**src/rtl/cond_cnt_pkg.sv**
```systemverilog
`default_nettype none
// ============================================================================
//  Module      : cond_cnt_pkg
//  Description : Shared types, constants and helpers for the conditional
//                update counter bank (mode / direction enums, max_val()).
//  Revision    : 1.0 - initial release
// ============================================================================
package cond_cnt_pkg;

    // Overflow handling mode, driven from the shared io_sat input
    typedef enum logic {
        WRAP = 1'b0,
        SAT  = 1'b1
    } cnt_mode_e;

    // Count direction, driven from the shared io_down input
    typedef enum logic {
        UP   = 1'b0,
        DOWN = 1'b1
    } cnt_dir_e;

    // Default width of each zero-extended output lane
    localparam int C_OUT_W_DEFAULT = 32;

    // Largest value representable in 'width' bits (width is 1..31)
    function automatic logic [31:0] max_val(input int width);
        return (32'd1 << width) - 32'd1;
    endfunction

endpackage
`default_nettype wire

```
**src/rtl/cond_cnt_lane.sv**
```systemverilog
`default_nettype none
// ============================================================================
//  Module      : cond_cnt_lane
//  Description : One conditionally-updated counter channel with synchronous
//                load, run-time up/down and wrap/saturate, and a registered
//                overflow/underflow pulse.
//  Revision    : 1.0 - initial release
// ============================================================================
module cond_cnt_lane
    import cond_cnt_pkg::*;
#(
    parameter int WIDTH    = 8,
    parameter int INIT_VAL = 0,
    parameter int STEP     = 1
) (
    input  logic             clk,
    input  logic             reset,
    input  logic             en,
    input  logic             load,
    input  logic [WIDTH-1:0] load_val,
    input  logic             down,
    input  logic             sat,
    output logic [WIDTH-1:0] cnt,
    output logic             ovf
);

    localparam logic [WIDTH:0]   C_STEP = (WIDTH+1)'(STEP);
    localparam logic [WIDTH-1:0] C_MAX  = WIDTH'(max_val(WIDTH));
    localparam logic [WIDTH-1:0] C_INIT = WIDTH'(INIT_VAL);

    logic [WIDTH-1:0] r_cnt;
    logic             r_ovf;
    logic [WIDTH:0]   w_sum;
    logic [WIDTH:0]   w_diff;
    logic [WIDTH-1:0] w_upd_cnt;
    logic             w_upd_ovf;

    // Candidate value for an enabled update; the extra MSB of sum/diff is
    // the carry (up) or borrow (down) that flags a boundary crossing.
    always_comb begin
        w_sum     = {1'b0, r_cnt} + C_STEP;
        w_diff    = {1'b0, r_cnt} - C_STEP;
        w_upd_cnt = r_cnt;
        w_upd_ovf = 1'b0;
        if (cnt_dir_e'(down) == DOWN) begin
            w_upd_ovf = w_diff[WIDTH];
            if (w_diff[WIDTH] && (cnt_mode_e'(sat) == SAT)) begin
                w_upd_cnt = '0;
            end else begin
                w_upd_cnt = w_diff[WIDTH-1:0];
            end
        end else begin
            w_upd_ovf = w_sum[WIDTH];
            if (w_sum[WIDTH] && (cnt_mode_e'(sat) == SAT)) begin
                w_upd_cnt = C_MAX;
            end else begin
                w_upd_cnt = w_sum[WIDTH-1:0];
            end
        end
    end

    // Counter register: reset > load > enabled update > hold (ovf clears)
    always_ff @(posedge clk) begin
        if (!reset) begin
            r_cnt <= C_INIT;
            r_ovf <= 1'b0;
        end else if (load) begin
            r_cnt <= load_val;
            r_ovf <= 1'b0;
        end else if (en) begin
            r_cnt <= w_upd_cnt;
            r_ovf <= w_upd_ovf;
        end else begin
            r_ovf <= 1'b0;
        end
    end

    assign cnt = r_cnt;
    assign ovf = r_ovf;

endmodule
`default_nettype wire

```
**src/rtl/cond_update_counter_bank.sv**
```systemverilog
`default_nettype none
// ============================================================================
//  Module      : cond_update_counter_bank
//  Description : Bank of NCH independent conditional-update counters with a
//                shared load bus and mode controls; each lane zero-extended
//                to OUT_W. Optional snapshot shadows enabled by the macro
//                COND_CNT_SNAPSHOT_EN (adds io_snap / io_snap_out).
//  Revision    : 1.0 - initial release
// ============================================================================
module cond_update_counter_bank
    import cond_cnt_pkg::*;
#(
    parameter int WIDTH    = 8,
    parameter int NCH      = 4,
    parameter int INIT_VAL = 0,
    parameter int STEP     = 1,
    parameter int OUT_W    = C_OUT_W_DEFAULT
) (
    input  logic                 clk,
    input  logic                 reset,
    input  logic [NCH-1:0]       io_en,
    input  logic [NCH-1:0]       io_load,
    input  logic [WIDTH-1:0]     io_load_val,
    input  logic                 io_down,
    input  logic                 io_sat,
`ifdef COND_CNT_SNAPSHOT_EN
    input  logic                 io_snap,
    output logic [NCH*OUT_W-1:0] io_snap_out,
`endif
    output logic [NCH*OUT_W-1:0] io_out,
    output logic [NCH-1:0]       io_ovf
);

    logic [WIDTH-1:0] w_cnt [NCH];

    generate
        for (genvar i = 0; i < NCH; i++) begin : g_lane
            cond_cnt_lane #(
                .WIDTH    (WIDTH),
                .INIT_VAL (INIT_VAL),
                .STEP     (STEP)
            ) u_lane (
                .clk      (clk),
                .reset    (reset),
                .en       (io_en[i]),
                .load     (io_load[i]),
                .load_val (io_load_val),
                .down     (io_down),
                .sat      (io_sat),
                .cnt      (w_cnt[i]),
                .ovf      (io_ovf[i])
            );

            assign io_out[i*OUT_W +: OUT_W] = OUT_W'(w_cnt[i]);
        end
    endgenerate

`ifdef COND_CNT_SNAPSHOT_EN
    localparam logic [WIDTH-1:0] C_INIT = WIDTH'(INIT_VAL);

    logic [WIDTH-1:0] r_snap [NCH];

    // Shadows capture the pre-update counts of every lane on the same edge
    always_ff @(posedge clk) begin
        if (!reset) begin
            for (int i = 0; i < NCH; i++) begin
                r_snap[i] <= C_INIT;
            end
        end else if (io_snap) begin
            for (int i = 0; i < NCH; i++) begin
                r_snap[i] <= w_cnt[i];
            end
        end
    end

    generate
        for (genvar i = 0; i < NCH; i++) begin : g_snap
            assign io_snap_out[i*OUT_W +: OUT_W] = OUT_W'(r_snap[i]);
        end
    endgenerate
`endif

endmodule
`default_nettype wire

```
**config.mk**
```make
export PLATFORM = sky130hd
export DESIGN_NAME = cond_update_counter_bank
export DESIGN_NICKNAME = d
export VERILOG_FILES = /design/src/rtl/cond_cnt_pkg.sv /design/src/rtl/cond_cnt_lane.sv /design/src/rtl/cond_update_counter_bank.sv
export SDC_FILE = /design/constraint.sdc
export NUM_CORES = 1
export LEC_CHECK = 0
export BUFFER_PORTS_ARGS = -buffer_cell sky130_fd_sc_hd__buf_2
export CAP_MARGIN = 40
export CORE_UTILIZATION = 47
export CTS_BUF_LIST = sky130_fd_sc_hd__clkbuf_16
export CTS_CLUSTER_SIZE = 16
export DETAILED_ROUTE_END_ITERATION = 10
export PLACE_DENSITY = 0.81
export RECOVER_POWER = 100
export SYNTH_ARGS = -nofsm -noshare
export SYNTH_HDL_FRONTEND = slang
export SYNTH_HIERARCHICAL = 1
export SYNTH_SLANG_ARGS = --single-unit
```
**constraint.sdc**
```tcl
create_clock -name clk -period 3.9 [get_ports clk]
set_clock_uncertainty 0.05 [all_clocks]
set_input_delay 0 -clock clk [delete_from_list [all_inputs] [get_ports clk]]
set_output_delay 0 -clock clk [all_outputs]
set_load 0.02 [all_outputs]
```
## Word-level counts from Yosys, hierarchy flattened

Index checks and enable logic that the tools add are counted.

- Register bits: 36
- Latch bits: 0
- Memory bits (writable): 0
- Memory bits (read-only): 0
- Output and inout port bits: 132
- Word-level logic and storage cells: 61
- Memories: 0

- Add/sub/neg operators: 8
- $mul: 0
- Div/mod/pow operators: 0
- $lt $le $gt $ge: 0
- Equality and inequality tests: 0
- Shifts and indexed selects: 0
- Multiplexer cells: 24
- Bitwise gates (word level): 5
- Reduce and logical (&&, ||, !) cells: 16

Operators by type and width:

| kind | number |
|---|---|
| 8-bit two-way mux | 20 |
| 8-bit by 1-bit adder with 9-bit output (second input constant) | 4 |
| 8-bit by 1-bit subtractor with 9-bit output (second input constant) | 4 |
| 3-bit OR reduction | 4 |
| 1-bit logical AND | 8 |
| 2-bit nonzero test | 4 |
| 1-bit inverter | 5 |
| 1-bit two-way mux | 4 |

## Logic depth before layout (Yosys ltp)

- Depth in word-level cells: 6
- Mapped depth: 6
- Gate-level depth less buffers: 6

## Modules after synthesis

Netlist, hierarchy kept.

By module, submodules not included:

| module | times used | cells each | area each (µm²) | seq. area each (µm²) |
|---|---|---|---|---|
| cond_cnt_lane | 4 | 120 | 882.1 | 180.2 |
| cond_update_counter_bank | 1 | 97 | 724.4 | 0.0 |

## Worst setup path before layout

OpenSTA, ideal clock, no wires.

- Path kind: register to register
- From: register g_lane[0].u_lane.r_cnt[0]
- To: register g_lane[0].u_lane.r_cnt[6]
- Data arrival time: 1582 ps
- Data required time: 3728 ps
- Path slack: 2147 ps
- Stages on the path, launching flop included: 7
- Buffers on the path: 0
- Cells stage by stage: dfxtp_1 inv_1 ha_1 nor3b_1 a311oi_1 nor3b_1 a21oi_1

- Word-level cells in the longest chain between the ends: 6
- Elaborated cells between the ends (all ways): 9
- Those cells by class: 2 x add/sub; 5 x mux; 2 x reduce/logical

RTL lines:

| what | RTL line | source |
|---|---|---|
| from (decl) | cond_cnt_lane.sv:31 | `logic [WIDTH-1:0] r_cnt;` |
| from (signal assigned) | cond_cnt_lane.sv:68 | `r_cnt <= load_val;` |
| from (signal assigned) | cond_cnt_lane.sv:71 | `r_cnt <= w_upd_cnt;` |
| 8-bit by 1-bit adder with 9-bit output / 8-bit by 1-bit subtractor with 9-bit output (equally long branches) | cond_cnt_lane.sv:41, cond_cnt_lane.sv:42 |  |
| 1-bit logical AND, on equally long branches | cond_cnt_lane.sv:54, cond_cnt_lane.sv:47 |  |
| 8-bit two-way mux, on equally long branches | cond_cnt_lane.sv:54, cond_cnt_lane.sv:47 |  |
| 8-bit two-way mux * | cond_cnt_lane.sv:45 | `if (cnt_dir_e'(down) == DOWN) begin` |
| 8-bit two-way mux * | cond_cnt_lane.sv:70 | `end else if (en) begin` |
| 8-bit two-way mux * | cond_cnt_lane.sv:67 | `end else if (load) begin` |

Every way passes the cells marked *; elsewhere a longest branch is shown, timed or not. The select of a mux whose other input is x is not followed.
A chain may end at the register's enable or synchronous reset.

## Final worst setup path

- From: register g_lane[1].u_lane.r_cnt[4]
- To: register g_lane[1].u_lane.r_cnt[3]

- Word-level cells in the longest chain between the ends: 6
- Elaborated cells between the ends (all ways): 9
- Those cells by class: 2 x add/sub; 5 x mux; 2 x reduce/logical

RTL lines:

| what | RTL line |
|---|---|
| from (decl) | cond_cnt_lane.sv:31 |
| from (signal assigned) | cond_cnt_lane.sv:68 |
| from (signal assigned) | cond_cnt_lane.sv:71 |
| 8-bit by 1-bit adder with 9-bit output / 8-bit by 1-bit subtractor with 9-bit output (equally long branches) | cond_cnt_lane.sv:41, cond_cnt_lane.sv:42 |
| 1-bit logical AND, on equally long branches | cond_cnt_lane.sv:54, cond_cnt_lane.sv:47 |
| 8-bit two-way mux, on equally long branches | cond_cnt_lane.sv:54, cond_cnt_lane.sv:47 |
| 8-bit two-way mux * | cond_cnt_lane.sv:45 |
| 8-bit two-way mux * | cond_cnt_lane.sv:70 |
| 8-bit two-way mux * | cond_cnt_lane.sv:67 |

Marks and branches as above.

==> reports/qor.yml <==
synthesis:
  ys.flop_type: "dfxtp_1"
  yosysTopAreaCellShare_pct: 16.95
  synth_compound_area_share_pct: 29.42
  synth_top_cells_by_area: "dfxtp_1, buf_4, a21oi_1"
  synthXorXnorAreaFrac_pct: 2.471
  synthesis.area_mm2: 0.004253
  yosys.cell_types.count: 43
  ys_seq_area_share_pct: 16.95
  yosys.area_share.simple_pct: 23.42
  ys_ff_latch: 36
  synth_top_family_by_area: "compound AO/OA/AOI/OAI gates"
  synth_most_common_cell: "buf_4"
  synthTopCellsByCount: "buf_4, a21oi_1, dfxtp_1, inv_1, nand2_1"
  muxShareOfSynthArea_pct: 1.883
  netlist_instances: 577
  ys_warn_count: 6
  syn_area_per_cell_um2: 7.371
  synth_edf_count: 0
  synth_fa_ha_area_share_pct: 2.354
  ys_async_sr_fraction_pct: 0
  synth_top_area_cell: "dfxtp_1"
worst_setup_path:
  start_kind: "register"
  crit_slowest_cell: "nor4b_1"
  critPathCaptureType: "register"
  max_stage_delay_ns: 0.71
  cp.arrival_ns: 2.21
  critPathBufInv: 0
  cp_cell_sequence: "nor4b_1, a31oi_1, a221oi_1, a21oi_1"
  crit_required_ns: 4.02
  crit_family: "compound AO/OA/AOI/OAI gates"
  cp_max_fo: 16
  crit_type: "reg -> reg"
sta:
  hold_ws_ns: 0.05845
  slew_headroom_pct: 43.88
  tns_ns: 0
  setup_viol: 0
  fin_crit_sh_pct: 53.55
  rsz0062_at_grt: "false"
  report.final.slew_viol_count: 0
  hold_viol: 0
  tightest_slew_ns: 0.8418
  clock.fmax_ghz: 0.4789
  layout_min_cycle_time_ns: 2.088
clock_tree:
  cts_hold_buf: 0
  ctsHtreeMaxLevel: 2
  path_clk_slew_ns: 0.06
  cts_sinks: 36
  cts_buffers: 5
  clk_latency_ns: 0.28
  post_cts_buffers: 0
  cts_tree: "built"
  clk_path_buf_depth: 2
  cts_resized: 0
  root_buffer: "clkbuf_16"
global_routing:
  grt_pass1_vias: 3798
  grt_usage_pct: 23.57
  overflow: 0
  grt_max_degree: 45
  antenna_found_initial: 0
  grt_first_pass_wirelength_um: 18570
finish:
  diodes: 0
  area_growth_pct: 0.3530
  drive_gt1_share_pct: 9.226
  fillCellCount: 900
  fin_cells: 715
  layout.nets: 634
routing:
  drt_iter0_markers: 336
  drt_first_pass_iters: 5
  avgRoutedWirePerCell_um: 16.46
  drt.antenna.violating_nets: 0
  viasPerCell: 6.057
  drc_errors: 0
  drt_wl_total_um: 11770
  vias: 4331
power:
  total_power_mw: 1.420
  p_leak_nw: 1.753
  ir_drop_mv: 0.1653
  power_density_mw_per_mm2: 332.8
run:
  drv_cap: 0
floorplan:
  ios: 152
  fp.coreArea_mm2: 0.008721
  rows: 34
  die_w_um: 97.13
  fp.dieArea_mm2: 0.009433
  initial_core_util_pct: 48.77
  die_h_um: 97.13
status:
  run_status: "completed"
placed_design:
  port_buffers: 55
  hpwlAfterDp_um: 8180
  dp.cells: 707
  gp_congestion: 0.9776
worst_hold_path:
  hold_path_class: "in -> reg"
==> path summary, 6_finish.rpt <==
check | from | to | slack (ns) | depth (start not counted)
hold reg to reg | g_lane[0].u_lane/cnt[1] | g_lane[0].u_lane/cnt[1] | 0.64 | 3
setup reg to reg | g_lane[1].u_lane/cnt[4] | g_lane[1].u_lane/cnt[3] | 1.81 | 4
setup / recovery | g_lane[1].u_lane/cnt[4] | g_lane[1].u_lane/cnt[3] | 1.81 | 4
hold / removal | io_load_val[3] | g_lane[0].u_lane/cnt[3] | 0.06 | 3
==> metal layers <==
layer	part of all wire, %	GRT usage, %	vias up
met5	0	0	-
met4	2.2	9.644	0
met3	11	5.036	29
met2	46	37.81	311
met1	41	30.64	1982
li1	-	-	2009
==> worst reg2reg max path, cell delays in order, from the launching register on <==
cell      delay, ns
dfxtp_1        0.47
nor4b_1        0.71
a31oi_1        0.30
a221oi_1       0.33
a21oi_1        0.11
==> logic make-up after synthesis <==
logic type,Yosys count
buffers and inverters,164
xor gates and xnor gates,12
adders and majority gates,8
AOI/OAI and AO/OA,180
muxes,8
and+or+nand+nor,168
other,1
DFF,36
==> metrics by stage <==
stage                     area [um2]  utilization (%)  worst slack (ns)
final                           4268            48.94             1.812
after global routing            4268            48.94             1.657
after CTS                       4327            49.61             1.999
after detailed placement        4159            47.69             2.013
after global placement          4159            47.69             2.001
after floorplan                 4609                -             2.147
==> cells in the final DEF, fill, tap and decap left out, drive strengths merged, types with 12 or more instances in the layout <==
cell    instances
inv            36
nand3          28
nand2          36
dfxtp          36
nand2b         16
conb           96
a21oi          40
a31oi          12
nor3           20
o21ai          32
clkbuf         41
buf            19
and3           16
a31o           12
o221ai         12
==> area by class of cell <==
class / count / area (um2) / area share [%]
Sequential cell: 36 / 720.7 / 16.89
Tap cell: 108 / 135.1 / 3.166
Inverter: 36 / 135.1 / 3.166
Clock inverter: 3 / 42.54 / 0.9968
Timing Repair Buffer: 55 / 230.2 / 5.394
Clock buffer: 5 / 125.1 / 2.932
Multi-Input combinational cell: 472 / 2879 / 67.46
==> report_power, final <==
| group | leakage (nW) | switching, mW | total, mW | internal, mW |
|---|---|---|---|---|
| sequential | 0.298 | 0.0866 | 0.483 | 0.396 |
| clock | 0.0798 | 0.173 | 0.473 | 0.301 |
| combinational | 1.38 | 0.314 | 0.464 | 0.150 |
==> flip-flops by register name, summed over array words and instances, names as in the netlist <==
name	flops
g_lane.u_lane/ovf	4
g_lane.u_lane/cnt	32
Power figures use the tool's default switching activity.
